<file path="config.mk">
export PLATFORM = sky130hd
export DESIGN_NAME = alu_multiword_seq
export DESIGN_NICKNAME = d
export VERILOG_FILES = /design/src/rtl/alu_multiword_seq.sv
export SDC_FILE = /design/constraint.sdc
export NUM_CORES = 1
export LEC_CHECK = 0
export CORE_MARGIN = 8
export CORE_UTILIZATION = 52
export DETAILED_ROUTE_END_ITERATION = 10
export PLACE_DENSITY = 0.87
export SYNTH_ARGS = -nofsm -noshare
export SYNTH_HDL_FRONTEND = slang
export SYNTH_SLANG_ARGS = --single-unit
export TNS_END_PERCENT = 30
</file>
<file path="constraint.sdc">
create_clock -name CLK -period 3.75 [get_ports CLK]
set_input_delay 0.75 -clock CLK [delete_from_list [all_inputs] [get_ports CLK]]
set_output_delay 0.75 -clock CLK [all_outputs]
set_load 0.01 [all_outputs]
</file>
<file path="src/rtl/alu_multiword_seq.sv">
// Multi-limb add/sub/rsb/cmp sequencer that drives the shared 32-bit ALU one
// limb per cycle, least-significant first, chaining the ALU carry through C_in.
module alu_multiword_seq #(
  parameter int WORDS = 4
) (
  input  logic                  CLK,
  input  logic                  RESETn,
  input  logic                  Start,
  input  logic [1:0]            Op,
  input  logic [32*WORDS-1:0]   OpA,
  input  logic [32*WORDS-1:0]   OpB,
  output logic                  Ready,
  output logic                  Busy,
  output logic [31:0]           Src_A,
  output logic [31:0]           Src_B,
  output logic [3:0]            ALUControl,
  output logic                  C_in,
  input  logic [31:0]           ALUResult,
  input  logic [3:0]            ALUFlags,
  output logic [32*WORDS-1:0]   Result,
  output logic [3:0]            Flags,
  output logic                  OutValid,
  input  logic                  OutReady
);

  localparam int IW = (WORDS > 1) ? $clog2(WORDS) : 1;

  typedef enum logic [1:0] {S_IDLE, S_RUN, S_DONE} state_e;
  typedef enum logic [1:0] {OP_ADD = 2'b00, OP_SUB = 2'b01, OP_RSB = 2'b10, OP_CMP = 2'b11} op_e;

  state_e                 state;
  op_e                    op_q;
  logic [WORDS-1:0][31:0] a_q;
  logic [WORDS-1:0][31:0] b_q;
  logic [WORDS-1:0][31:0] res_q;
  logic [IW-1:0]          idx;
  logic                   carry_q;
  logic                   zacc_q;
  logic                   last_limb;
  logic                   first_limb;

  assign last_limb  = (idx == IW'(WORDS - 1));
  assign first_limb = (idx == '0);

  assign Ready    = (state == S_IDLE);
  assign Busy     = (state == S_RUN);
  assign OutValid = (state == S_DONE);
  assign Result   = res_q;

  // Limb 0 uses the non-carry opcodes so the ALU supplies the +1 for subtracts.
  always_comb begin
    Src_A      = '0;
    Src_B      = '0;
    ALUControl = 4'b1101;
    C_in       = 1'b0;
    if (state == S_RUN) begin
      Src_A = a_q[idx];
      Src_B = b_q[idx];
      C_in  = first_limb ? 1'b0 : carry_q;
      unique case (op_q)
        OP_ADD:         ALUControl = first_limb ? 4'b0100 : 4'b0101;
        OP_SUB, OP_CMP: ALUControl = first_limb ? 4'b0010 : 4'b0110;
        OP_RSB:         ALUControl = first_limb ? 4'b0011 : 4'b0111;
      endcase
    end
  end

  always_ff @(posedge CLK or negedge RESETn) begin
    if (!RESETn) begin
      state   <= S_IDLE;
      op_q    <= OP_ADD;
      a_q     <= '0;
      b_q     <= '0;
      res_q   <= '0;
      Flags   <= '0;
      idx     <= '0;
      carry_q <= 1'b0;
      zacc_q  <= 1'b1;
    end else begin
      unique case (state)
        S_IDLE: begin
          if (Start) begin
            op_q    <= op_e'(Op);
            a_q     <= OpA;
            b_q     <= OpB;
            idx     <= '0;
            carry_q <= 1'b0;
            zacc_q  <= 1'b1;
            state   <= S_RUN;
          end
        end
        S_RUN: begin
          carry_q <= ALUFlags[1];
          zacc_q  <= zacc_q & ALUFlags[2];
          if (op_q != OP_CMP) res_q[idx] <= ALUResult;
          if (last_limb) begin
            Flags <= {ALUFlags[3], zacc_q & ALUFlags[2], ALUFlags[1], ALUFlags[0]};
            idx   <= '0;
            state <= S_DONE;
          end else begin
            idx <= idx + 1'b1;
          end
        end
        S_DONE: begin
          if (OutReady) state <= S_IDLE;
        end
        default: state <= S_IDLE;
      endcase
    end
  end

endmodule

</file>
==> Yosys cells after proc, flatten, opt, wreduce, memory -nomap -nowiden <==
Cells that the tools add are included.
{ "op_classes": {"add_sub_neg": 1, "magnitude_cmp": 2, "n_eq_ne": 10, "muxes": 27, "bitwise_logic": 1, "n_reduce_logical": 11} }
{ "op_table": {"columns": ["cell", "n"], "rows": [
  ["$mux 32", 5],
  ["$bmux 32 s2", 2],
  ["$bwmux 128", 1],
  ["$demux 32 s2", 1],
  ["$pmux 4 s3", 1],
  ["$mux 2", 5],
  ["$eq 2x2->1 const B", 4],
  ["$reduce_and 2->1", 4],
  ["$logic_not 2->1", 3],
  ["$mux 3", 2],
  ["$pmux 2 s3", 1],
  ["$mux 1", 5],
  ["$eq 2x1->1 const B", 2],
  ["$mux 4", 1],
  ["$ne 2x1->1 const B", 2],
  ["$ne 2x2->1 const B", 2],
  ["$pmux 1 s2", 2],
  ["$pmux 2 s2", 1],
  ["$lt 2x3->1 const B", 1],
  ["$reduce_and 3->1", 1],
  ["$add 2x1->2 const B", 1],
  ["$ge 2x1->1 const B", 1],
  ["$reduce_bool 2->1", 1],
  ["$reduce_or 2->1", 1],
  ["2 further kinds", 2]
]} }
{ "word_totals": {"register_bits": 396, "inputBits": 298, "out_inout_bits": 204} }

==> Logic depth before layout (Yosys ltp) <==
{ "depth": {"ltp_word": 5, "depth_mapped": 8} }

==> Least setup slack after synthesis <==
Ideal clock, no wire load.
{ "synth_timing": {"path_kind": "reg-to-output", "startpoint": "register idx[0]", "endpoint": "output port ALUControl[0]", "arrival_time_ns": 1.572, "required_ns": 3.000, "slack_ns": 1.428, "stages_incl_launch_ff": 8, "cell_sequence": "dfrtp_1 clkbuf_1 buf_6 buf_6 inv_1 ha_1 nor2b_1 o21ai_0"} }
{ "synth_between": {"elab_chain_len": 4} }
{ "synth_rtl": {"columns": ["item", "line", "source"], "rows": [
  ["start: declaration", "36", "logic [IW-1:0] idx;"],
  ["start signal: assignment", "101", "idx <= idx + 1'b1;"],
  ["$logic_not 2->1", "43", "assign first_limb = (idx == '0);"],
  ["$mux 1", "61", "OP_ADD: ALUControl = first_limb ? 4'b0100 : 4'b0101;"],
  ["$pmux 4 s3", "60", "unique case (op_q)"],
  ["$mux 4", "56", "if (state == S_RUN) begin"],
  ["end: declaration", "16", "output logic [3:0] ALUControl,"]
]} }
No other way between the ends. The select of a mux whose other input is x is not followed.

==> Final worst setup path <==
{ "layout_timing": {"startpoint": "register idx[0]", "endpoint": "output port Src_A[7]"} }
{ "layout_between": {"elab_chain_len": 3} }
{ "layout_rtl": {"columns": ["item", "line", "source"], "rows": [
  ["$bmux 32 s2", "57", "Src_A = a_q[idx];"],
  ["$mux 32 (not written as such)", "57", null],
  ["$mux 32", "56", null],
  ["end: declaration", "14", "output logic [31:0] Src_A,"]
]} }
No other way between the ends. The select of a mux whose other input is x is not followed.

==> out/metrics.yaml <==
clock_network:
  cts_tree: "built"
  clk_latency_ps: 530
  ctsHtreeMaxLevel: 2
  hold_buffers: 0
  path_clk_slew_ps: 60
  cts_made_buffers: 42
  root_buffer: "clkbuf_16"
  clock_sinks: 396
  clockBufferDepth: 3
finish:
  final_cell_mix: "clkdlybuf4s50_1 (500), dfrtp_1 (393), mux2_2 (279)"
  finalCoreUtilization: 0.740
  fin_area_um2: 24100
  final_cells: 2011
  nNetsFinal: 1821
  n_fill_cell: 2023
  multi_input_area_um2: 6810
  area_growth_pct: 39.9
  final_common_cell: "clkdlybuf4s50_1"
  layout.area.seq_um2: 9920
  layout-drive-gt1-share: 0.342
die:
  rows: 66
  start_util: 0.528
  dieHeight_um: 198
  die_area_um2: 39100
  core_um2: 32500
  die_x_um: 198
  ios: 502
setup_path:
  cp_num_buf_inv: 2
  path_delay_family: "buffers and inverters"
  crit_type: "register to output port"
  start_kind: "register"
  startpoint: "idx[0]$_DFFE_PN0P_"
  arrival_ps: 2820
  cp-endpoint: "Src_A[7]"
  critPathRequiredTime_ps: 3000
  reg2reg_depth: 5
  path_cells: "buf_12 > mux4_2 > and2_1 > clkdlybuf4s50_1"
  r2r_start: "state[1]$_DFFE_PN0P_"
  r2r_end: "Result[95]$_DFFE_PN0P_"
  critPathSlowestCell: "dfrtp_4"
  regToRegSetupSlack_ps: 1110
  cp-end-kind: "output port"
  critical_path_depth: 4
  critPathMaxFanout: 25
  critical_path.max_stage_delay_ps: 760
pwr:
  intPower_mw: 15.5
  p_sw_frac: 0.313
  cellLeakagePower_nw: 10.1
  power.switching_mw: 7.07
  p_comb_frac: 0.467
  power_density_nw_per_um2: 939
  peakVddDrop_mv: 0.668
  clockPowerShare: 0.180
  p_seq_frac: 0.353
timing:
  rsz0062_at_grt: "no"
  setup_viol: 0
  worst_slew_pin_slew_ps: 751
  fin_skew_ps: 17.6
  hold_viol: 0
  relSlewSlack: 0.499
  fin_crit_ps: 3570
  finalCritPeriodShare: 0.953
  fin_hold_ws_ps: 228
  max_freq_mhz: 280
  slew_viol_final: 0
  final.setup.tns_ps: 0
route:
  vias_per_cell: 5.39
  routed_wl_um: 51000
  drt-wirelength-per-cell_um: 25.4
  drt_iter0_markers: 565
  ant_nets: 0
  vias: 10800
  drc: 0
  drt_first_pass_iters: 4
placement:
  dp.cells: 1917
  numPortBuffers: 501
  place_congestion: 0.852
  placed_area_um2: 22700
  dp_hpwl_um: 37200
synth:
  ys_seq_area_frac: 0.576
  synth_top_area_share: 0.575
  yosysWarnings: 0
  synth_cells: 1016
  synthesis.nets: 1318
  syn_avg_cell_area_um2: 16.9
  synth_cell_types: 27
  yosys-top-cells-area: "dfrtp_1 (57%), mux2_2 (18%), mux4_2 (8.4%), mux2_4 (7.9%), and2_1 (2.4%)"
  syn_area_um2: 17200
  ys_ff_latch: 396
  synth_top_area_cell: "dfrtp_1"
min_path:
  hp-class: "input port to asynchronous set/reset pin"
grt:
  grt_max_degree: 84
  antenna_found_initial: 21
  grt_usage: 0.255
  grt_pass1_vias: 12300
  overflow: 0
  grt_pass1_wl_um: 76200
flow_run:
  drv_cap: 0
status:
  outcome: "completed"
worst min path at each step:
stage,startpoint,endpoint,slack [ps],depth (start not counted)
CTS,RESETn,Result[82]$_DFFE_PN0P_,250,1
finish,RESETn,Result[12]$_DFFE_PN0P_,230,1
global placement,a_q[109]$_DFFE_PN0P_,a_q[109]$_DFFE_PN0P_,460,1
detailed placement,a_q[76]$_DFFE_PN0P_,a_q[76]$_DFFE_PN0P_,470,1
floorplan,RESETn,Flags[0]$_DFFE_PN0P_,450,0
global route,RESETn,Result[12]$_DFFE_PN0P_,280,1
cell families after synthesis:
logic type	Yosys count	synth area share
multiplexers	453	0.358
AND/OR/NAND/NOR	87	0.0324
adder cells (fa/ha/maj)	4	0.00291
AO/OA/AOI/OAI	7	0.00247
flip-flops	396	0.576
buffers and inverters	69	0.0277
cells in the mapped netlist:
| library cell | n |
|---|---|
| mux2_2 | 279 |
| nand3_2 | 1 |
| buf_8 | 1 |
| buf_6 | 22 |
| nor2b_1 | 1 |
| clkbuf_1 | 10 |
| nand3b_1 | 1 |
| nor3b_1 | 1 |
| nand2b_1 | 4 |
| nand3_4 | 3 |
| nor2_1 | 3 |
| inv_1 | 3 |
| clkinv_2 | 1 |
| nand2_1 | 8 |
| mux2_4 | 90 |
| buf_1 | 1 |
| o22ai_1 | 1 |
| buf_2 | 31 |
| mux4_2 | 64 |
| dfstp_2 | 1 |
| dfrtp_1 | 395 |
| o21ai_0 | 4 |
| ha_1 | 4 |
| o31ai_1 | 1 |
| and2_1 | 65 |
| mux2_1 | 20 |
| o22a_1 | 1 |
stage by stage:
stage	power [mW]	worst slack, ps
floorplan	13.8	1430
global placement	18.2	516
detailed placement	18.6	442
CTS	22.8	96.3
global route	23.7	37.0
finish	22.6	175
power by group through the flow:
stage,registers (mW),logic (mW),clock network [mW]
finish,7.98,10.6,4.06
global route,8.22,11.1,4.32
CTS,7.98,10.7,4.13
detailed placement,7.99,10.6,0
global placement,7.84,10.3,0
floorplan,7.73,6.07,0
area by class of cell:
class	count	share of cell area
antenna	16	0.00166
clock buffer	64	0.0523
clock inverter	14	0.00395
inverter	4	0.000832
multi-input combinational	551	0.283
sequential	396	0.412
tap	442	0.0230
timing repair buffer	524	0.223
per-layer routing:
| layer | vias up | global-route usage | wire length [µm] |
|---|---|---|---|
| li1 | 4696 | - | - |
| met1 | 5609 | 0.287 | 18700 |
| met2 | 420 | 0.446 | 26400 |
| met3 | 100 | 0.0798 | 4080 |
| met4 | 12 | 0.107 | 1750 |
| met5 | - | 0 | 86 |
worst reg2reg max path: cells and delay by family, from the launching register on:
kind | cells | cell delay (ps)
buf+inv | 2 | 830
flops | 1 | 380
simple gates | 2 | 880
mux | 1 | 430
sequential cells by signal, indices dropped and copies added, names as in the netlist:
register and cells:
Result 128, a_q 128, idx 2, b_q 128
carry_q 1, state 2, Flags 4, zacc_q 1
op_q 2
repair_timing:
item | CTS | global route
gates resized for setup | 1 | 0
endpoints found under the setup margin | 65 | 0
setup buffers | 0 | 0
endpoints found under the hold margin | 0 | 0
Note: power is estimated with default switching activity, not from simulation.
